==> config.mk <==
export PLATFORM = sky130hd
export DESIGN_NAME = ex_mem_stage_flat
export DESIGN_NICKNAME = d
export VERILOG_FILES = /design/src/rtl/ex_mem_stage_if.sv /design/src/rtl/ex_mem_stage.sv /design/src/flat_wrapper.sv
export SDC_FILE = /design/constraint.sdc
export NUM_CORES = 1
export LEC_CHECK = 0
export CORE_ASPECT_RATIO = 1.4
export CORE_MARGIN = 2
export CORE_UTILIZATION = 35
export CTS_BUF_LIST = sky130_fd_sc_hd__clkbuf_8 sky130_fd_sc_hd__clkbuf_16
export DETAILED_ROUTE_END_ITERATION = 8
export GPL_ROUTABILITY_DRIVEN = 1
export PLACE_DENSITY = 0.76
export SYNTH_ARGS = -nofsm -noshare
export SYNTH_HDL_FRONTEND = slang
export SYNTH_SLANG_ARGS = --single-unit
==> constraint.sdc <==
create_clock -name clk -period 1.45 [get_ports clk]
set_clock_uncertainty 0.15 [all_clocks]
set_input_delay 0.2175 -clock clk [delete_from_list [all_inputs] [get_ports clk]]
set_output_delay 0.2175 -clock clk [all_outputs]
set_load 0.1 [all_outputs]
==> src/rtl/ex_mem_stage_if.sv <==
// EX->MEM pipeline bundle: EX-side capture inputs, hazard controls, and the
// registered MEM-side, flag and forwarding outputs of the stage.
interface ex_mem_stage_if #(
  parameter int WIDTH    = 64,
  parameter int REG_BITS = 5
);
  logic                stall;
  logic                flush;
  logic                ex_valid;
  logic [WIDTH-1:0]    ex_result;
  logic                ex_negative;
  logic                ex_zero;
  logic                ex_overflow;
  logic                ex_carry_out;
  logic                ex_set_flags;
  logic [WIDTH-1:0]    ex_store_data;
  logic [REG_BITS-1:0] ex_rd;
  logic                ex_reg_write;
  logic                ex_mem_read;
  logic                ex_mem_write;
  logic                ex_mem_to_reg;

  logic                mem_valid;
  logic [WIDTH-1:0]    mem_result;
  logic [WIDTH-1:0]    mem_store_data;
  logic [REG_BITS-1:0] mem_rd;
  logic                mem_reg_write;
  logic                mem_mem_read;
  logic                mem_mem_write;
  logic                mem_mem_to_reg;
  logic                flag_n;
  logic                flag_z;
  logic                flag_v;
  logic                flag_c;
  logic                cond_n;
  logic                cond_z;
  logic                cond_v;
  logic                cond_c;
  logic                fwd_valid;
  logic [REG_BITS-1:0] fwd_rd;

  modport master (
    output stall, flush, ex_valid, ex_result, ex_negative, ex_zero,
           ex_overflow, ex_carry_out, ex_set_flags, ex_store_data, ex_rd,
           ex_reg_write, ex_mem_read, ex_mem_write, ex_mem_to_reg,
    input  mem_valid, mem_result, mem_store_data, mem_rd, mem_reg_write,
           mem_mem_read, mem_mem_write, mem_mem_to_reg, flag_n, flag_z,
           flag_v, flag_c, cond_n, cond_z, cond_v, cond_c, fwd_valid, fwd_rd
  );

  modport slave (
    input  stall, flush, ex_valid, ex_result, ex_negative, ex_zero,
           ex_overflow, ex_carry_out, ex_set_flags, ex_store_data, ex_rd,
           ex_reg_write, ex_mem_read, ex_mem_write, ex_mem_to_reg,
    output mem_valid, mem_result, mem_store_data, mem_rd, mem_reg_write,
           mem_mem_read, mem_mem_write, mem_mem_to_reg, flag_n, flag_z,
           flag_v, flag_c, cond_n, cond_z, cond_v, cond_c, fwd_valid, fwd_rd
  );
endinterface

==> src/rtl/ex_mem_stage.sv <==
// EX->MEM pipeline register with the architectural NZCV register, the
// same-cycle flag bypass for B.cond, and the EX->EX forwarding source.
module ex_mem_stage #(
  parameter int WIDTH    = 64,
  parameter int REG_BITS = 5
) (
  input  logic          clk,
  input  logic          reset,
  ex_mem_stage_if.slave bus
);
  localparam logic [REG_BITS-1:0] XZR = '1;

  logic                r_valid;
  logic [WIDTH-1:0]    r_result;
  logic [WIDTH-1:0]    r_store_data;
  logic [REG_BITS-1:0] r_rd;
  logic                r_reg_write;
  logic                r_mem_read;
  logic                r_mem_write;
  logic                r_mem_to_reg;
  logic [3:0]          r_nzvc;

  logic       w_reg_write;
  logic       w_mem_read;
  logic       w_mem_write;
  logic       w_mem_to_reg;
  logic       w_bypass;
  logic [3:0] w_alu_nzvc;
  logic [3:0] w_cond;

  // Control bits are sanitised before capture: bubbles carry no side effects
  // and XZR is never a write target.
  assign w_reg_write  = bus.ex_valid & bus.ex_reg_write & (bus.ex_rd != XZR);
  assign w_mem_read   = bus.ex_valid & bus.ex_mem_read;
  assign w_mem_write  = bus.ex_valid & bus.ex_mem_write;
  assign w_mem_to_reg = bus.ex_valid & bus.ex_mem_to_reg;
  assign w_alu_nzvc   = {bus.ex_negative, bus.ex_zero, bus.ex_overflow, bus.ex_carry_out};

  // NOTE: sequential state uses non-blocking assignments so every register
  // samples pre-edge values regardless of statement order.
  always_ff @(posedge clk) begin
    if (reset) begin
      r_valid      <= 1'b0;
      r_result     <= '0;
      r_store_data <= '0;
      r_rd         <= '0;
      r_reg_write  <= 1'b0;
      r_mem_read   <= 1'b0;
      r_mem_write  <= 1'b0;
      r_mem_to_reg <= 1'b0;
      r_nzvc       <= '0;
    end else if (bus.flush) begin
      // Bubble: flush beats stall; data and flags simply hold.
      r_valid      <= 1'b0;
      r_reg_write  <= 1'b0;
      r_mem_read   <= 1'b0;
      r_mem_write  <= 1'b0;
      r_mem_to_reg <= 1'b0;
    end else if (!bus.stall) begin
      r_valid      <= bus.ex_valid;
      r_result     <= bus.ex_result;
      r_store_data <= bus.ex_store_data;
      r_rd         <= bus.ex_rd;
      r_reg_write  <= w_reg_write;
      r_mem_read   <= w_mem_read;
      r_mem_write  <= w_mem_write;
      r_mem_to_reg <= w_mem_to_reg;
      if (bus.ex_valid && bus.ex_set_flags) begin
        r_nzvc <= w_alu_nzvc;
      end
    end
  end

  // A held (stalled) flag-setter still bypasses, so B.cond sees it early.
  assign w_bypass = bus.ex_valid & bus.ex_set_flags & ~bus.flush;

  // NOTE: every always_comb output gets a default first so no path can
  // leave it unassigned and infer a latch.
  always_comb begin
    w_cond = r_nzvc;
    if (w_bypass) begin
      w_cond = w_alu_nzvc;
    end
  end

  assign bus.mem_valid      = r_valid;
  assign bus.mem_result     = r_result;
  assign bus.mem_store_data = r_store_data;
  assign bus.mem_rd         = r_rd;
  assign bus.mem_reg_write  = r_reg_write;
  assign bus.mem_mem_read   = r_mem_read;
  assign bus.mem_mem_write  = r_mem_write;
  assign bus.mem_mem_to_reg = r_mem_to_reg;

  assign {bus.flag_n, bus.flag_z, bus.flag_v, bus.flag_c} = r_nzvc;
  assign {bus.cond_n, bus.cond_z, bus.cond_v, bus.cond_c} = w_cond;

  // Loads cannot forward from here; their data only exists after MEM.
  assign bus.fwd_valid = r_valid & r_reg_write & ~r_mem_read;
  assign bus.fwd_rd    = r_rd;
endmodule

==> src/flat_wrapper.sv <==
// flat-port wrapper written by rule: the top's interface ports become plain ports
module ex_mem_stage_flat 
#(
  parameter int WIDTH    = 64,
  parameter int REG_BITS = 5
)
  (clk, reset, bus_stall, bus_flush, bus_ex_valid, bus_ex_result, bus_ex_negative, bus_ex_zero, bus_ex_overflow, bus_ex_carry_out, bus_ex_set_flags, bus_ex_store_data, bus_ex_rd, bus_ex_reg_write, bus_ex_mem_read, bus_ex_mem_write, bus_ex_mem_to_reg, bus_mem_valid, bus_mem_result, bus_mem_store_data, bus_mem_rd, bus_mem_reg_write, bus_mem_mem_read, bus_mem_mem_write, bus_mem_mem_to_reg, bus_flag_n, bus_flag_z, bus_flag_v, bus_flag_c, bus_cond_n, bus_cond_z, bus_cond_v, bus_cond_c, bus_fwd_valid, bus_fwd_rd);
  ex_mem_stage_if #(.WIDTH(WIDTH), .REG_BITS(REG_BITS)) bus_i ();
  input  logic clk;
  input  logic reset;
  input wire logic [$bits(bus_i.stall)-1:0] bus_stall;
  input wire logic [$bits(bus_i.flush)-1:0] bus_flush;
  input wire logic [$bits(bus_i.ex_valid)-1:0] bus_ex_valid;
  input wire logic [$bits(bus_i.ex_result)-1:0] bus_ex_result;
  input wire logic [$bits(bus_i.ex_negative)-1:0] bus_ex_negative;
  input wire logic [$bits(bus_i.ex_zero)-1:0] bus_ex_zero;
  input wire logic [$bits(bus_i.ex_overflow)-1:0] bus_ex_overflow;
  input wire logic [$bits(bus_i.ex_carry_out)-1:0] bus_ex_carry_out;
  input wire logic [$bits(bus_i.ex_set_flags)-1:0] bus_ex_set_flags;
  input wire logic [$bits(bus_i.ex_store_data)-1:0] bus_ex_store_data;
  input wire logic [$bits(bus_i.ex_rd)-1:0] bus_ex_rd;
  input wire logic [$bits(bus_i.ex_reg_write)-1:0] bus_ex_reg_write;
  input wire logic [$bits(bus_i.ex_mem_read)-1:0] bus_ex_mem_read;
  input wire logic [$bits(bus_i.ex_mem_write)-1:0] bus_ex_mem_write;
  input wire logic [$bits(bus_i.ex_mem_to_reg)-1:0] bus_ex_mem_to_reg;
  output wire logic [$bits(bus_i.mem_valid)-1:0] bus_mem_valid;
  output wire logic [$bits(bus_i.mem_result)-1:0] bus_mem_result;
  output wire logic [$bits(bus_i.mem_store_data)-1:0] bus_mem_store_data;
  output wire logic [$bits(bus_i.mem_rd)-1:0] bus_mem_rd;
  output wire logic [$bits(bus_i.mem_reg_write)-1:0] bus_mem_reg_write;
  output wire logic [$bits(bus_i.mem_mem_read)-1:0] bus_mem_mem_read;
  output wire logic [$bits(bus_i.mem_mem_write)-1:0] bus_mem_mem_write;
  output wire logic [$bits(bus_i.mem_mem_to_reg)-1:0] bus_mem_mem_to_reg;
  output wire logic [$bits(bus_i.flag_n)-1:0] bus_flag_n;
  output wire logic [$bits(bus_i.flag_z)-1:0] bus_flag_z;
  output wire logic [$bits(bus_i.flag_v)-1:0] bus_flag_v;
  output wire logic [$bits(bus_i.flag_c)-1:0] bus_flag_c;
  output wire logic [$bits(bus_i.cond_n)-1:0] bus_cond_n;
  output wire logic [$bits(bus_i.cond_z)-1:0] bus_cond_z;
  output wire logic [$bits(bus_i.cond_v)-1:0] bus_cond_v;
  output wire logic [$bits(bus_i.cond_c)-1:0] bus_cond_c;
  output wire logic [$bits(bus_i.fwd_valid)-1:0] bus_fwd_valid;
  output wire logic [$bits(bus_i.fwd_rd)-1:0] bus_fwd_rd;
  assign bus_i.stall = bus_stall;
  assign bus_i.flush = bus_flush;
  assign bus_i.ex_valid = bus_ex_valid;
  assign bus_i.ex_result = bus_ex_result;
  assign bus_i.ex_negative = bus_ex_negative;
  assign bus_i.ex_zero = bus_ex_zero;
  assign bus_i.ex_overflow = bus_ex_overflow;
  assign bus_i.ex_carry_out = bus_ex_carry_out;
  assign bus_i.ex_set_flags = bus_ex_set_flags;
  assign bus_i.ex_store_data = bus_ex_store_data;
  assign bus_i.ex_rd = bus_ex_rd;
  assign bus_i.ex_reg_write = bus_ex_reg_write;
  assign bus_i.ex_mem_read = bus_ex_mem_read;
  assign bus_i.ex_mem_write = bus_ex_mem_write;
  assign bus_i.ex_mem_to_reg = bus_ex_mem_to_reg;
  assign bus_mem_valid = bus_i.mem_valid;
  assign bus_mem_result = bus_i.mem_result;
  assign bus_mem_store_data = bus_i.mem_store_data;
  assign bus_mem_rd = bus_i.mem_rd;
  assign bus_mem_reg_write = bus_i.mem_reg_write;
  assign bus_mem_mem_read = bus_i.mem_mem_read;
  assign bus_mem_mem_write = bus_i.mem_mem_write;
  assign bus_mem_mem_to_reg = bus_i.mem_mem_to_reg;
  assign bus_flag_n = bus_i.flag_n;
  assign bus_flag_z = bus_i.flag_z;
  assign bus_flag_v = bus_i.flag_v;
  assign bus_flag_c = bus_i.flag_c;
  assign bus_cond_n = bus_i.cond_n;
  assign bus_cond_z = bus_i.cond_z;
  assign bus_cond_v = bus_i.cond_v;
  assign bus_cond_c = bus_i.cond_c;
  assign bus_fwd_valid = bus_i.fwd_valid;
  assign bus_fwd_rd = bus_i.fwd_rd;
  ex_mem_stage #(.WIDTH(WIDTH), .REG_BITS(REG_BITS)) u_core (.clk(clk), .reset(reset), .bus(bus_i));
endmodule
# [Word level (Yosys, flattened, before mapping)]
# Cells that the tools add are included.
# Widths: inputs -> output; s select.
[op_classes] n_eq_ne=1 n_reduce_logical=4 n_bitwise=12 n_mux=1
[ops] operator="$and 1x1->1" count=9
[ops] operator="$ne 5x5->1 const B" count=1
[ops] operator="$mux 4" count=1
[ops] operator="$not 1->1" count=3
[ops] operator="$reduce_and 3->1" count=1
[ops] operator="$reduce_and 2->1" count=1
[ops] operator="$reduce_or 2->1" count=1
[ops] operator="$logic_and 1x1->1" count=1
[totals] ff_bits=142 word_cells=27 out_inout_bits=152 in_bits=147

# [Logic depth before layout (Yosys ltp)]
# Gate-level depths: netlist (run 1).
[depth] ltp_word=3 depth_mapped=6 ltp_nobuf=3

# [Worst setup path before layout (run 1)]
# Ideal clock, no wire load.
[synth_path] path_kind="reg-to-output" from="register u_core.r_reg_write (netlist: u_core.bus.mem_reg_write)" to="output bus_fwd_valid" arrival_time_ns=2.344 required_time_ns=1.082 path_slack_ns=-1.261 path_stages_with_launch=3 n_path_buf=0 path_cell_list="dfxtp_1 -> nand2_1 -> nor2_1"
[synth_between] elab_chain_len=2
[synth_rtl] item="start, declared" line="ex_mem_stage.sv:17" text="logic r_reg_write;"
[synth_rtl] item="start signal, assigned" line="ex_mem_stage.sv:64" text="r_reg_write <= w_reg_write;"
[synth_rtl] item="$and 1x1->1 (2 in series)" line="ex_mem_stage.sv:99" text="assign bus.fwd_valid = r_valid & r_reg_write & ~r_mem_read;"
[synth_rtl] item="end, declared" line="flat_wrapper.sv:42" text="output wire logic [$bits(bus_i.fwd_valid)-1:0] bus_fwd_valid;"
# Every way passes these cells.

# [Final worst setup path (run 1)]
[layout_path] from="register u_core.r_nzvc[0]" to="output bus_cond_c"
[layout_between] elab_chain_len=1
[layout_rtl] item="start, declared" line="ex_mem_stage.sv:21" text="logic [3:0] r_nzvc;"
[layout_rtl] item="start signal, assigned" line="ex_mem_stage.sv:69" text="r_nzvc <= w_alu_nzvc;"
[layout_rtl] item="$mux 4" line="ex_mem_stage.sv:81" text="if (w_bypass) begin"
[layout_rtl] item="end, declared" line="flat_wrapper.sv:41" text="output wire logic [$bits(bus_i.cond_c)-1:0] bus_cond_c;"
# Every way passes these cells.

==> results.yml, run 1 <==
clock_network:
  clk_latency_ps: 410
  clkTransAtPathRegs_ps: 60
  clk_path_buf_depth: 2
  htreeDepth: 4
  root_buffer: "clkbuf_16"
  cts_buffers: 17
  clkSinkCount: 142
  tritoncts: "yes"
grt:
  antenna_found_initial: 0
  grt_use_total_pct: 22.82
  grt_pass1_vias: 5565
  gr-total-overflow: 0
  grt_pass1_wl_um: 27610
  grt_max_degree: 69
synth:
  yosys_warnings: 0
  synth_most_common_cell: "nand2_1"
  ys.flop_type: "dfxtp_1"
  synth.largest_area_cell: "dfxtp_1"
  synth_nets: 776
  ys_async_sr_fraction_pct: 0
  syn-instance-count: 629
  synth.top_cell.area_share_pct: 56.66
  ys_seq_area_share_pct: 56.66
  synth_area_um2: 5017
  synth_cell_types: 19
  ys_top_cells_by_area: "dfxtp_1, nand2_1, a21oi_1, buf_6, clkbuf_1"
  netlist_top_cells_count: "nand2_1, dfxtp_1, a21oi_1"
  yosys_register_bits: 142
  synth.avg_cell_area_um2: 7.977
  synth_edf_count: 0
routing:
  finalWirelength_um: 17720
  drc: 0
  post_drt_via_cell_ratio: 4.729
  wl_per_cell_um: 15.73
  vias: 5325
  dr.pass1.iters: 4
  drtIter0Drc: 196
  ant_nets: 0
die:
  io_pins: 299
  dieWidth_um: 105.2
  fp.dieH_um: 145.7
  core_area_um2: 13970
  die_area_um2: 15320
  rows: 51
  initial_core_util_pct: 35.90
cells_and_area:
  finalNonFillerCells: 1126
  syn_to_final_growth_pct: 111.0
  multi_input_area_um2: 1929
  seq_area_um2: 2873
  n_fill_cell: 885
  final_cell_area_um2: 10590
  num_antenna_cells: 0
  fin_nets: 1075
  drive_above_1_share_pct: 25.50
  final_util_pct: 75.75
sta:
  slew_headroom_pct: 78.98
  maxSlewViolCount: 0
  period_needed_ps: 1563
  rsz0062_at_grt: "true"
  layout_setup_ws_ps: -112.6
  setup_viol: 5
  finalHoldViolCount: 0
  fin_crit_sh_pct: 107.8
  tightest_slew_ps: 315.4
  max_freq_ghz: 0.6400
critical_path:
  cp-end-kind: "primary output"
  reg2reg_depth: 3
  rrSetupSlack_ps: 470
  cp.required_ps: 1080
  path_class: "reg2out"
  worstPathMaxFanout: 2
  cp_data_arrival_time_ps: 1200
  start_kind: "flop"
power:
  ir_worst_vdd_mv: 0.7012
  power_density_nw_per_um2: 1150
  p_leak_uw: 0.004126
placement:
  place_area_um2: 9806
  pre_cts_ws_ps: -386.9
  port_buffers: 298
  dp_hpwl_um: 12940
  gp_congestion: 0.8204
  dp_cells: 1085
worst_hold_path:
  hold_depth: 4
  hold_path_class: "in2reg"
run_status:
  violations: "negative setup slack"
  status: "finished with violations"
flow_run:
  cap_violations: 0
[final timing paths]
| check | endpoint | start |
|---|---|---|
| max | bus_cond_c | u_core.r_nzvc[0] |
| min | u_core.bus.mem_reg_write | bus_ex_valid |
| max reg2reg | u_core.r_nzvc[2] | u_core.r_nzvc[2] |
| min reg2reg | u_core.bus.mem_result[34] | u_core.bus.mem_result[34] |
[report_power, final]
group / internal, uW / switching, uW
Sequential: 4070 / 185
Combinational: 1230 / 1830
Clock: 3150 / 1710
Total: 8450 / 3730
[cells by family after synthesis]
logic type,Yosys count,synth area share [%]
buf+inv,50,5.686
mux,4,0.8977
flops,142,56.66
simple gates,287,21.97
compound gates,146,14.79
[timing repair]
action / in CTS / in global routing
endpoints found under the hold margin: 2 / 0
endpoints found under the setup margin: 5 / 9
gates resized for setup: 13 / 7
gates cloned: 0 / 1
pin swaps: 2 / 4
buffers inserted: 7 / 0
hold buffers: 1 / 0
[layout by cell type (no fill, tap or decap)]
cell type	instances
a21oi_1	138
a22oi_1	3
and4bb_2	1
buf_12	160
buf_16	1
buf_2	1
buf_4	18
buf_6	4
bufinv_16	4
clkbuf_16	20
clkbuf_2	2
clkbuf_8	1
clkdlybuf4s50_1	141
clkinv_4	2
clkinvlp_4	1
dfxtp_1	130
dfxtp_2	6
dfxtp_4	6
dlygate4sd3_1	1
dlymetal6s2s_1	1
inv_1	2
inv_6	3
mux2_4	4
nand2_1	272
nand2_4	1
nand3_1	2
nand3b_1	1
nor2_1	5
nor2_4	2
nor2b_2	1
o2111ai_1	1
o21ai_0	4
or2_2	1
or2_4	1
[through the flow]
stage               hold WS (ps)  power, uW  TNS (ps)
finish                     103.8      12170    -448.7
global route               136.5      12590    -614.6
CTS                        103.9      12260    -527.7
detailed placement         314.0       7388    -40570
global placement           311.9       7350    -35410
floorplan                  193.2       5970    -239.8
[metal layers]
metal	global-route usage [%]	vias to the layer above	routed length (um)
li1	-	2623	-
met1	22.29	2434	6170
met2	41.87	221	9490
met3	7.568	47	1275
met4	12.07	0	778
met5	0	-	0
[worst max-delay path: stages, from the launching register on]
cell and delay (ps):
dfxtp_4 340, mux2_4 280, buf_12 170
[final cells by class]
class                   instances  share of cell area (%)
clock buffers                  20                   4.621
clock inverters                12                   1.690
multi-input cells             437                   18.22
flip-flops and latches        142                   27.14
well taps                     185                   2.187
repair buffers                330                   46.14
No activity file was read; power rests on OpenSTA's default activity.
==> run 2, diff against run 1 <==
--- a/config.mk
+++ b/config.mk
@@ -12,6 +12,7 @@
 export DETAILED_ROUTE_END_ITERATION = 8
 export GPL_ROUTABILITY_DRIVEN = 1
 export PLACE_DENSITY = 0.76
+export SLEW_MARGIN = 20
 export SYNTH_ARGS = -nofsm -noshare
 export SYNTH_HDL_FRONTEND = slang
 export SYNTH_SLANG_ARGS = --single-unit
==> results of run 2 <==
Final layout, timing and power as in run 1 (identical DEF).
==> run 3, diff against run 2 <==
--- a/config.mk
+++ b/config.mk
@@ -12,7 +12,7 @@
 export DETAILED_ROUTE_END_ITERATION = 8
 export GPL_ROUTABILITY_DRIVEN = 1
 export PLACE_DENSITY = 0.76
-export SLEW_MARGIN = 20
+export SETUP_SLACK_MARGIN = 0.05
 export SYNTH_ARGS = -nofsm -noshare
 export SYNTH_HDL_FRONTEND = slang
 export SYNTH_SLANG_ARGS = --single-unit
==> results.yml, run 3 (synthesis gave the netlist of run 1 again) <==
worst_hold_path:
  hold_path_class: "in2reg"
  min_from: "bus_flush"
critical_path:
  r2r_start: "u_core.bus.mem_valid"
  start_kind: "flop"
  startpoint: "u_core.r_nzvc[1]"
  crit_chain: "mux2_4 > buf_12"
  worstPathMaxFanout: 2
  critPathMaxStageDelay_ps: 340
  cp.required_ps: 1080
  path_class: "reg2out"
  cp.buffers_inverters: 1
  path_delay_family: "flip-flops"
  crit_slowest_cell: "dfxtp_4"
  cp_data_arrival_time_ps: 1180
  cp-end-kind: "primary output"
die:
  core_area_um2: 13970
  fp.dieH_um: 145.7
  initial_core_util_pct: 35.90
  dieWidth_um: 105.2
  io_pins: 299
  rows: 51
  die_area_um2: 15320
clock_network:
  clkSinkCount: 142
  clk_latency_ps: 400
  cts_buffers: 17
  tritoncts: "yes"
  clk_path_buf_depth: 2
  htreeDepth: 4
  root_buffer: "clkbuf_16"
  clkTransAtPathRegs_ps: 50
flow_run:
  cap_violations: 0
routing:
  post_drt_via_cell_ratio: 4.761
  vias: 5413
  wl_per_cell_um: 15.95
  drc: 0
  drtIter0Drc: 187
  ant_nets: 0
  finalWirelength_um: 18140
  dr.pass1.iters: 4
grt:
  antenna_found_initial: 1
  gr-total-overflow: 0
  grt_use_total_pct: 23.71
  grt_pass1_vias: 5752
  grt_max_degree: 64
  grt_pass1_wl_um: 28800
power:
  p_leak_uw: 0.004163
  power_density_nw_per_um2: 1147
  p_total_uw: 12270
  ir_worst_vdd_mv: 0.8797
sta:
  slew_headroom_pct: 81.02
  maxSlewViolCount: 0
  holdWs_ps: 109.6
  finalHoldViolCount: 0
  tightest_slew_ps: 284.6
  rsz0062_at_grt: "true"
  layout_setup_ws_ps: -101.0
  max_freq_ghz: 0.6448
  setup_viol: 5
  period_needed_ps: 1551
  fin_crit_sh_pct: 107.0
run_status:
  status: "finished with violations"
  violations: "negative setup slack"
cells_and_area:
  multi_input_area_um2: 1924
  layout_commonest_cell: "nand2_1"
  n_fill_cell: 850
  seq_area_um2: 2887
  final_cell_area_um2: 10700
  final_util_pct: 76.55
  layout_common_cells: "nand2_1, buf_12, clkdlybuf4s50_1"
  drive_above_1_share_pct: 27.13
  syn_to_final_growth_pct: 113.2
  fin_nets: 1085
placement:
  dp_hpwl_um: 13500
  port_buffers: 298
  place_area_um2: 9913
  gp_congestion: 0.8119
## run 3: changes by cell type in the layout (fill, tap and decap cells not counted), moves of 3 or more
cell	before	now
buf_12	160	164
buf_4	18	24
clkbuf_16	20	17
dfxtp_1	130	119
dfxtp_2	6	17
## run 3: area by class of cell
cell class / count / share of cell area (%)
diodes: 1 / 0.02339
clock buffers: 17 / 3.977
clock inverters: 15 / 2.269
multi-input cells: 437 / 17.99
flip-flops and latches: 142 / 26.98
well taps: 185 / 2.164
repair buffers: 340 / 46.60
## run 3: path summary, 6_finish.rpt
| kind | to | slack [ps] | cells past startpoint |
|---|---|---|---|
| worst max-delay path | bus_cond_v | -100 | 2 |
| worst max register to register | u_core.bus.mem_valid | 450 | 4 |
| worst min-delay path | u_core.bus.mem_reg_write | 110 | 5 |
| worst min register to register | u_core.bus.mem_result[8] | 330 | 2 |
## run 3: repair_timing
| action | in CTS | in global routing |
|---|---|---|
| endpoints found under the setup margin | 10 | 19 |
| hold buffers | 1 | 0 |
| buffers inserted | 6 | 3 |
| endpoints found under the hold margin | 11 | 0 |
| gates resized for setup | 11 | 13 |
| pin swaps | 2 | 2 |
## run 3: per-stage QoR
stage          std cells  TNS (ps)  setup slack (ps)
6_report            1137    -426.4            -101.0
5_1_grt             1137    -584.4            -130.2
4_1_cts             1133    -502.3            -128.1
3_5_place_dp        1094    -38520            -458.3
3_3_place_gp        1094    -36510            -434.0
2_1_floorplan        629    -239.8            -239.8
## run 3: power by group
part           switching, uW  internal (uW)
logic                   1840           1250
clock network           1680           3230
registers                188           4080
## run 3: per-layer routing
metal,vias to the layer above,global-route usage (%),part of all wire [%]
li1,2640,-,-
met1,2506,22.72,34
met2,224,45.26,56
met3,43,7.524,7.0
met4,0,10.47,3.6
met5,-,0,0
## run 3: tightest hold or removal path, cell delays in order
cell      delay (ps)
clkbuf_2          90
buf_4            140
nor2_1            60
nand3_1           70
nand2_1           40
